--- config.mk ---
export PLATFORM = sky130hd
export DESIGN_NAME = ex_wb_stage
export DESIGN_NICKNAME = d
export VERILOG_FILES = /design/src/rtl/ex_wb_stage.sv
export SDC_FILE = /design/constraint.sdc
export NUM_CORES = 1
export LEC_CHECK = 0
export ABC_AREA = 1
export BUFFER_PORTS_ARGS = -buffer_cell sky130_fd_sc_hd__buf_2
export CORE_UTILIZATION = 36
export DETAILED_ROUTE_END_ITERATION = 16
export PLACE_DENSITY = 0.7
export SYNTH_ARGS = -nofsm -noshare
export SYNTH_HDL_FRONTEND = slang
export SYNTH_SLANG_ARGS = --single-unit
--- constraint.sdc ---
create_clock -name clk -period 2 [get_ports clk]
set_input_delay 0.3 -clock clk [delete_from_list [all_inputs] [get_ports clk]]
set_output_delay 0.3 -clock clk [all_outputs]
set_load 0.01 [all_outputs]
--- src/rtl/ex_wb_stage.sv ---
// ex_wb_stage
//   EX/WB pipeline stage. Captures one executed instruction per cycle,
//   selects the write-back value, owns the architectural N/Z flags, resolves
//   BRZ/BRN/J/JM, emits a one-cycle redirect, and discards a fixed number of
//   wrong-path instructions after a taken branch.
//
// Handshake: an input bundle is consumed on a rising edge exactly when
//   in_valid=1 and stall=0. There is no back-pressure output; the upstream
//   holds the bundle while stall=1.
//
// Ports
//   clk, rst_n           clock, asynchronous active-low reset
//   stall, in_valid      capture control
//   alu_out, alu_n/z     ALU result and flags
//   flag_wr              instruction updates N/Z
//   mem_rdata, wb_sel    load data and write-back source select
//   reg_wr, rd           register write request and destination
//   br_type, br_target   branch kind (00 none, 01 jump, 10 BRZ, 11 BRN), target
//   wb_valid/en/rd/data  registered retire / write-back bundle
//   flag_n, flag_z       architectural flags
//   redirect, redirect_pc  registered one-cycle fetch redirect
module ex_wb_stage #(
  parameter int SQUASH_DEPTH = 2,
  parameter int RD_W         = 6
) (
  input  logic            clk,
  input  logic            rst_n,
  input  logic            stall,
  input  logic            in_valid,
  input  logic [31:0]     alu_out,
  input  logic            alu_n,
  input  logic            alu_z,
  input  logic            flag_wr,
  input  logic [31:0]     mem_rdata,
  input  logic            wb_sel,
  input  logic            reg_wr,
  input  logic [RD_W-1:0] rd,
  input  logic [1:0]      br_type,
  input  logic [31:0]     br_target,
  output logic            wb_valid,
  output logic            wb_en,
  output logic [RD_W-1:0] wb_rd,
  output logic [31:0]     wb_data,
  output logic            flag_n,
  output logic            flag_z,
  output logic            redirect,
  output logic [31:0]     redirect_pc
);

  localparam logic [2:0] SQ_LOAD = 3'(SQUASH_DEPTH);

  logic            wb_valid_q,    wb_valid_d;
  logic            wb_en_q,       wb_en_d;
  logic [RD_W-1:0] wb_rd_q,       wb_rd_d;
  logic [31:0]     wb_data_q,     wb_data_d;
  logic            flag_n_q,      flag_n_d;
  logic            flag_z_q,      flag_z_d;
  logic            redirect_q,    redirect_d;
  logic [31:0]     redirect_pc_q, redirect_pc_d;
  logic [2:0]      sq_cnt_q,      sq_cnt_d;

  logic capture;
  logic live;
  logic squash_cap;
  logic taken;

  assign capture    = in_valid & ~stall;
  assign live       = capture & (sq_cnt_q == 3'd0);
  assign squash_cap = capture & (sq_cnt_q != 3'd0);

  // Branch condition reads the flag register as it stands before this edge;
  // a flag write by the previous instruction has therefore already landed.
  assign taken = live & ((br_type == 2'b01) |
                         ((br_type == 2'b10) & flag_z_q) |
                         ((br_type == 2'b11) & flag_n_q));

  always_comb begin
    wb_valid_d    = 1'b0;
    wb_en_d       = 1'b0;
    wb_rd_d       = wb_rd_q;
    wb_data_d     = wb_data_q;
    flag_n_d      = flag_n_q;
    flag_z_d      = flag_z_q;
    redirect_d    = 1'b0;
    redirect_pc_d = redirect_pc_q;
    sq_cnt_d      = sq_cnt_q;

    // Only discarded instructions consume squash count; stalls and bubbles
    // leave it alone.
    if (squash_cap) begin
      sq_cnt_d = sq_cnt_q - 3'd1;
    end

    if (live) begin
      wb_valid_d = 1'b1;
      wb_en_d    = reg_wr;
      wb_rd_d    = rd;
      wb_data_d  = wb_sel ? mem_rdata : alu_out;
      if (flag_wr) begin
        flag_n_d = alu_n;
        flag_z_d = alu_z;
      end
      if (taken) begin
        redirect_d    = 1'b1;
        redirect_pc_d = br_target;
        sq_cnt_d      = SQ_LOAD;
      end
    end
  end

  always_ff @(posedge clk or negedge rst_n) begin
    if (!rst_n) begin
      wb_valid_q    <= 1'b0;
      wb_en_q       <= 1'b0;
      wb_rd_q       <= '0;
      wb_data_q     <= '0;
      flag_n_q      <= 1'b0;
      flag_z_q      <= 1'b0;
      redirect_q    <= 1'b0;
      redirect_pc_q <= '0;
      sq_cnt_q      <= '0;
    end else begin
      wb_valid_q    <= wb_valid_d;
      wb_en_q       <= wb_en_d;
      wb_rd_q       <= wb_rd_d;
      wb_data_q     <= wb_data_d;
      flag_n_q      <= flag_n_d;
      flag_z_q      <= flag_z_d;
      redirect_q    <= redirect_d;
      redirect_pc_q <= redirect_pc_d;
      sq_cnt_q      <= sq_cnt_d;
    end
  end

  assign wb_valid    = wb_valid_q;
  assign wb_en       = wb_en_q;
  assign wb_rd       = wb_rd_q;
  assign wb_data     = wb_data_q;
  assign flag_n      = flag_n_q;
  assign flag_z      = flag_z_q;
  assign redirect    = redirect_q;
  assign redirect_pc = redirect_pc_q;

endmodule

-- Word-level counts from Yosys, hierarchy flattened
Cells that the tools add are included.
- $add $sub $neg: 1
- multipliers: 0
- div/mod/pow operators: 0
- order comparisons: 0
- equal/unequal tests: 3
- shift operators: 0
- multiplexer cells: 8
- bitwise logic cells: 9
- reductions and logical operators: 4
- operators with widths (cell ; number):
    $mux W32 ; 1
    $mux W3 ; 3
    $and A1 B1 Y1 ; 6
    $eq A2 B2 Y1 const B ; 2
    $mux W1 ; 4
    $reduce_and A2 Y1 ; 2
    $logic_not A3 Y1 ; 1
    $reduce_bool A3 Y1 ; 1
    $sub A3 B1 Y3 const B ; 1
    $eq A2 B1 Y1 const B ; 1
    $or A1 B1 Y1 ; 2
    $not A1 Y1 ; 1
- register bits after elaboration: 78
- bits in latches: 0
- bits in writable memories: 0
- ROM bits: 0
- input bits: 113
- word-level logic and storage cells: 34
- memories kept: 0

-- Logic depth before layout (Yosys ltp)
- word-level depth: 7
- mapped depth: 9

-- Worst setup path after synthesis
No wires, ideal clock.
- path type: reg2reg
- start point: register sq_cnt_q[0]
- end point: register wb_data_q[30], in the netlist wb_data[30]
- library setup time: 0.124 ns
- arrival: 1.249 ns
- data required time: 1.876 ns
- setup slack: 0.627 ns
- cell stages (with the launch flop): 10
- period minus slack after synthesis: 1.373 ns
- cells stage by stage: dfrtp_1 inv_1 ha_1 nand2_4 nor2_8 inv_2 buf_6 buf_6 nand2_1 nand2_1
- word-level cells in the longest chain between the ends: 2
- RTL lines (what ; RTL line ; source):
    start: declaration ; 60 ; logic [2:0] sq_cnt_q, sq_cnt_d;
    start signal: assignment ; 131 ; sq_cnt_q <= sq_cnt_d;
    $logic_not A3 Y1 ; 68 ; assign live = capture & (sq_cnt_q == 3'd0);
    $and A1 B1 Y1 ; 68 ;
    end signal: assignment ; 126 ; wb_data_q <= wb_data_d;
    end: declaration ; 55 ; logic [31:0] wb_data_q, wb_data_d;
Every way passes these cells.
A chain may end at the register's enable or synchronous reset.

-- Final worst setup path
- start point: register sq_cnt_q[0]
- end point: register redirect_pc_q[19], in the netlist redirect_pc[19]
- word-level cells in the longest chain between the ends: 4
- RTL lines (what ; RTL line ; source):
    $logic_not A3 Y1 * ; 68 ;
    $and A1 B1 Y1 * ; 68 ;
    $and A1 B1 Y1 ; 73 ; assign taken = live & ((br_type == 2'b01) |
    $reduce_and A2 Y1 (no source line) * ; n/a ;
    end signal: assignment ; 130 ; redirect_pc_q <= redirect_pc_d;
    end: declaration ; 59 ; logic [31:0] redirect_pc_q, redirect_pc_d;
Every way passes the cells marked *; elsewhere a longest branch is shown, timed or not.

==> impl_metrics.csv <==
group,metric,value,unit
outcome,status,"finished clean",
timing,fin_hold_ws,0.156,ns
cells_and_area,nNetsFinal,715,
grt,grt_busiest_layer,"met2",
synthesis,syn_area_per_cell,8.54,µm²
floorplan,dieArea,10400,µm²
place,portBuffers,187,
synthesis,syn-instance-count,420,
clocking,cts_setup_buffers,0,
drt,drtIter0Drc,137,
floorplan,start_util,36.9,%
worst_setup_path,crit_path_max_fanout,35,
worst_setup_path,path_buf_inv,1,
worst_setup_path,cp_top_family,"simple AND/OR/NAND/NOR gates",
power,switching_share,37.1,%
worst_setup_path,crit_path_end_kind,"flop",
timing,fin_worst_skew,0.0136,ns
synthesis,synthArstFlopShare,100,%
synthesis,synth_top_cell_by_area,"dfrtp_1",
place,place.gp.congestion,0.820,
synthesis,ys_ff_latch,78,
drt,wl,9260,µm
power,p_int,3.93,mW
cells_and_area,antenna_cells,0,
grt,antenna_found_initial,0,
floorplan,fp.dieW,102,µm
worst_setup_path,slowest_delay,0.38,ns
grt,grt_max_degree,65,
min_path,hold_path.class,"primary input to flop",
clocking,htree_levels,3,
synthesis,yosysSeqAreaShare,54.4,%
synthesis,yosys_warnings,0,
synthesis,yosysMostFrequentCell,"nand2_1",
timing,setup_viol,0,
job,drv_cap,0,
worst_setup_path,slowest_stage,"dfrtp_1",
cells_and_area,drive_above_1_share,35.5,%
grt,met3_usage,3.83,%
worst_setup_path,path_class,"flop to flop",
synthesis,synth_area,3590,µm²
power,clkPwrFrac,20.6,%
drt,wl_per_cell,12.6,µm
cells_and_area,synthToLayoutAreaGrowth,34.5,%
timing,fin_tns_setup,0,ns
drt,avgViaCountPerCell,4.63,
grt,globalRouteMet2Util,30.4,%
clocking,cts.path.max_buffers,2,
place,hpwl,6740,µm
drt,num_vias,3414,
drt,drc,0,
worst_setup_path,cpMostUsedCell,"nand2_1",
synthesis,synthTopCellsByCount,"nand2_1, dfrtp_1, inv_1",
drt,drtAntennaViolNets,0,
timing,worst_pin_slew,0.636,ns
synthesis,yosysUniqueCellTypes,20,
grt,grt_pass1_vias,3145,
clocking,cts_root_buffer,"clkbuf_8",
floorplan,die_height,102,µm
power,finalPower,6.25,mW
worst_setup_path,required,2.24,ns
clocking,clock_latency,0.34,ns
clocking,cts.clk_slew.worst_paths,0.08,ns
clocking,cts_tree,"yes",
grt,grt_use_total,18.0,%
worst_setup_path,arrival,1.85,ns
power,leakage,2.89,nW
floorplan,ios,188,
floorplan,core-area,9730,µm²
power,power_density,1300,nW/µm²
worst_setup_path,worstSetupStartpointType,"flop",
synthesis,syn_nets,535,
clocking,cts_sinks,78,
timing,rsz0062_at_grt,"false",
power,p_sw,2.32,mW
grt,grt_overflow,0,
grt,grt_pass1_wl,14600,µm
drt,detail_route.first_pass.iterations,4,
timing,relSlewSlack,57.5,%
timing,finalCritPeriodShare,80.7,%
cells_and_area,fillers,974,
synthesis,synth_top_cell_area_share,54.4,%
timing,finalHoldViolations,0,
power,power.share.combinational,37.3,%
synthesis,synth-edff-count,0,
power,power_frac_seq,42.2,%
worst_setup_path,crit_chain,"inv_1, ha_1, nand2_4, nor2_8, nand3_4, nand2_1, nand2_1",
synthesis,synthFlopType,"dfrtp_1",
power,vdd_drop_max,0.000517,V
timing,fin_crit,1.61,ns
timing,maxSlewViolCount,0,
clocking,numCtsBuffers,9,
floorplan,core.rowCount,36,
synthesis,synth_area_leaders,"dfrtp_1, nand2_1, o211ai_1",
timing,fmax,0.620,GHz
grt,use_met1,22.4,%
flip-flops by register name, indices dropped and copies added, names as in the netlist:
signal       count
flag_n           1
flag_z           1
redirect         1
redirect_pc     32
sq_cnt_q         3
wb_data         32
wb_en            1
wb_rd            6
wb_valid         1
cells by family (layout without fill, tap and decap cells):
family	count (synthesis)	count (layout)	synth area share, %
AOI/OAI and AO/OA	33	33	6.84
adders and majority gates	2	2	0.697
and+or+nand+nor	235	235	28.1
buffers and inverters	71	256	9.66
xor gates and xnor gates	1	1	0.244
DFF	78	78	54.4
worst min-delay path, cell delays in order:
cell,delay (ns)
buf_2,0.07
nand2_1,0.04
nand2_1,0.05
final timing paths:
check	startpoint	to	slack, ns	cells after the start
hold reg to reg	redirect_pc[20]	redirect_pc[20]	0.47	2
min in group asynchronous	rst_n	redirect_pc[29]	0.47	2
max in group asynchronous	rst_n	wb_data[4]	0.93	3
setup / recovery	sq_cnt_q[0]	redirect_pc[19]	0.39	7
setup reg to reg	sq_cnt_q[0]	redirect_pc[19]	0.39	7
hold / removal	rd[3]	wb_rd[3]	0.16	3
power by group through the flow:
stage	sequential [mW]	combinational, mW	clock (mW)
3_5_place_dp	2.66	2.36	0
3_3_place_gp	2.65	2.27	0
6_report	2.64	2.33	1.29
5_1_grt	2.73	2.61	1.40
4_1_cts	2.64	2.36	1.33
2_1_floorplan	2.98	0.988	0
area by class of cell:
| type | instances | area, µm² | area share [%] |
|---|---|---|---|
| clock buffer | 11 | 131 | 2.72 |
| clock inverter | 5 | 83.8 | 1.74 |
| inverter | 43 | 161 | 3.35 |
| multi-input combinational | 271 | 1290 | 26.7 |
| sequential | 78 | 1950 | 40.5 |
| tap | 133 | 166 | 3.45 |
| timing repair buffer | 197 | 1040 | 21.6 |
per-stage QoR:
stage | cell area [µm²] | setup slack [ns] | utilization, % | instances
global placement | 4600 | 0.461 | 47.3 | 721
global route | 4820 | 0.212 | 49.6 | 738
CTS | 4820 | 0.382 | 49.6 | 738
detailed placement | 4600 | 0.382 | 47.3 | 721
finish | 4820 | 0.387 | 49.6 | 738
floorplan | 3590 | 0.627 | - | 420
layer usage:
metal | up-vias | routed length [µm]
li1 | 1701 | -
met1 | 1574 | 4020
met2 | 117 | 4560
met3 | 22 | 431
met4 | 0 | 250
met5 | - | 0
placed cells by master, fill, tap and decap left out, drive strengths merged:
cell,n
buf,196
nand2,193
dfrtp,78
inv,43
o211ai,32
nand4,32
clkbuf,11
nand3,6
nor2,3
ha,2
bufinv,2
clkinvlp,2
xnor2,1
o21ai,1
nand3b,1
clkinv,1
dlygate4sd3,1
repair_timing:
item / 4_1_cts / 5_1_grt
hold buffers: 1 / 0
hold endpoints to repair: 39 / 0
resized for setup: 0 / 0
endpoints found under the setup margin: 0 / 0
Note: power is estimated with default switching activity, not from simulation.
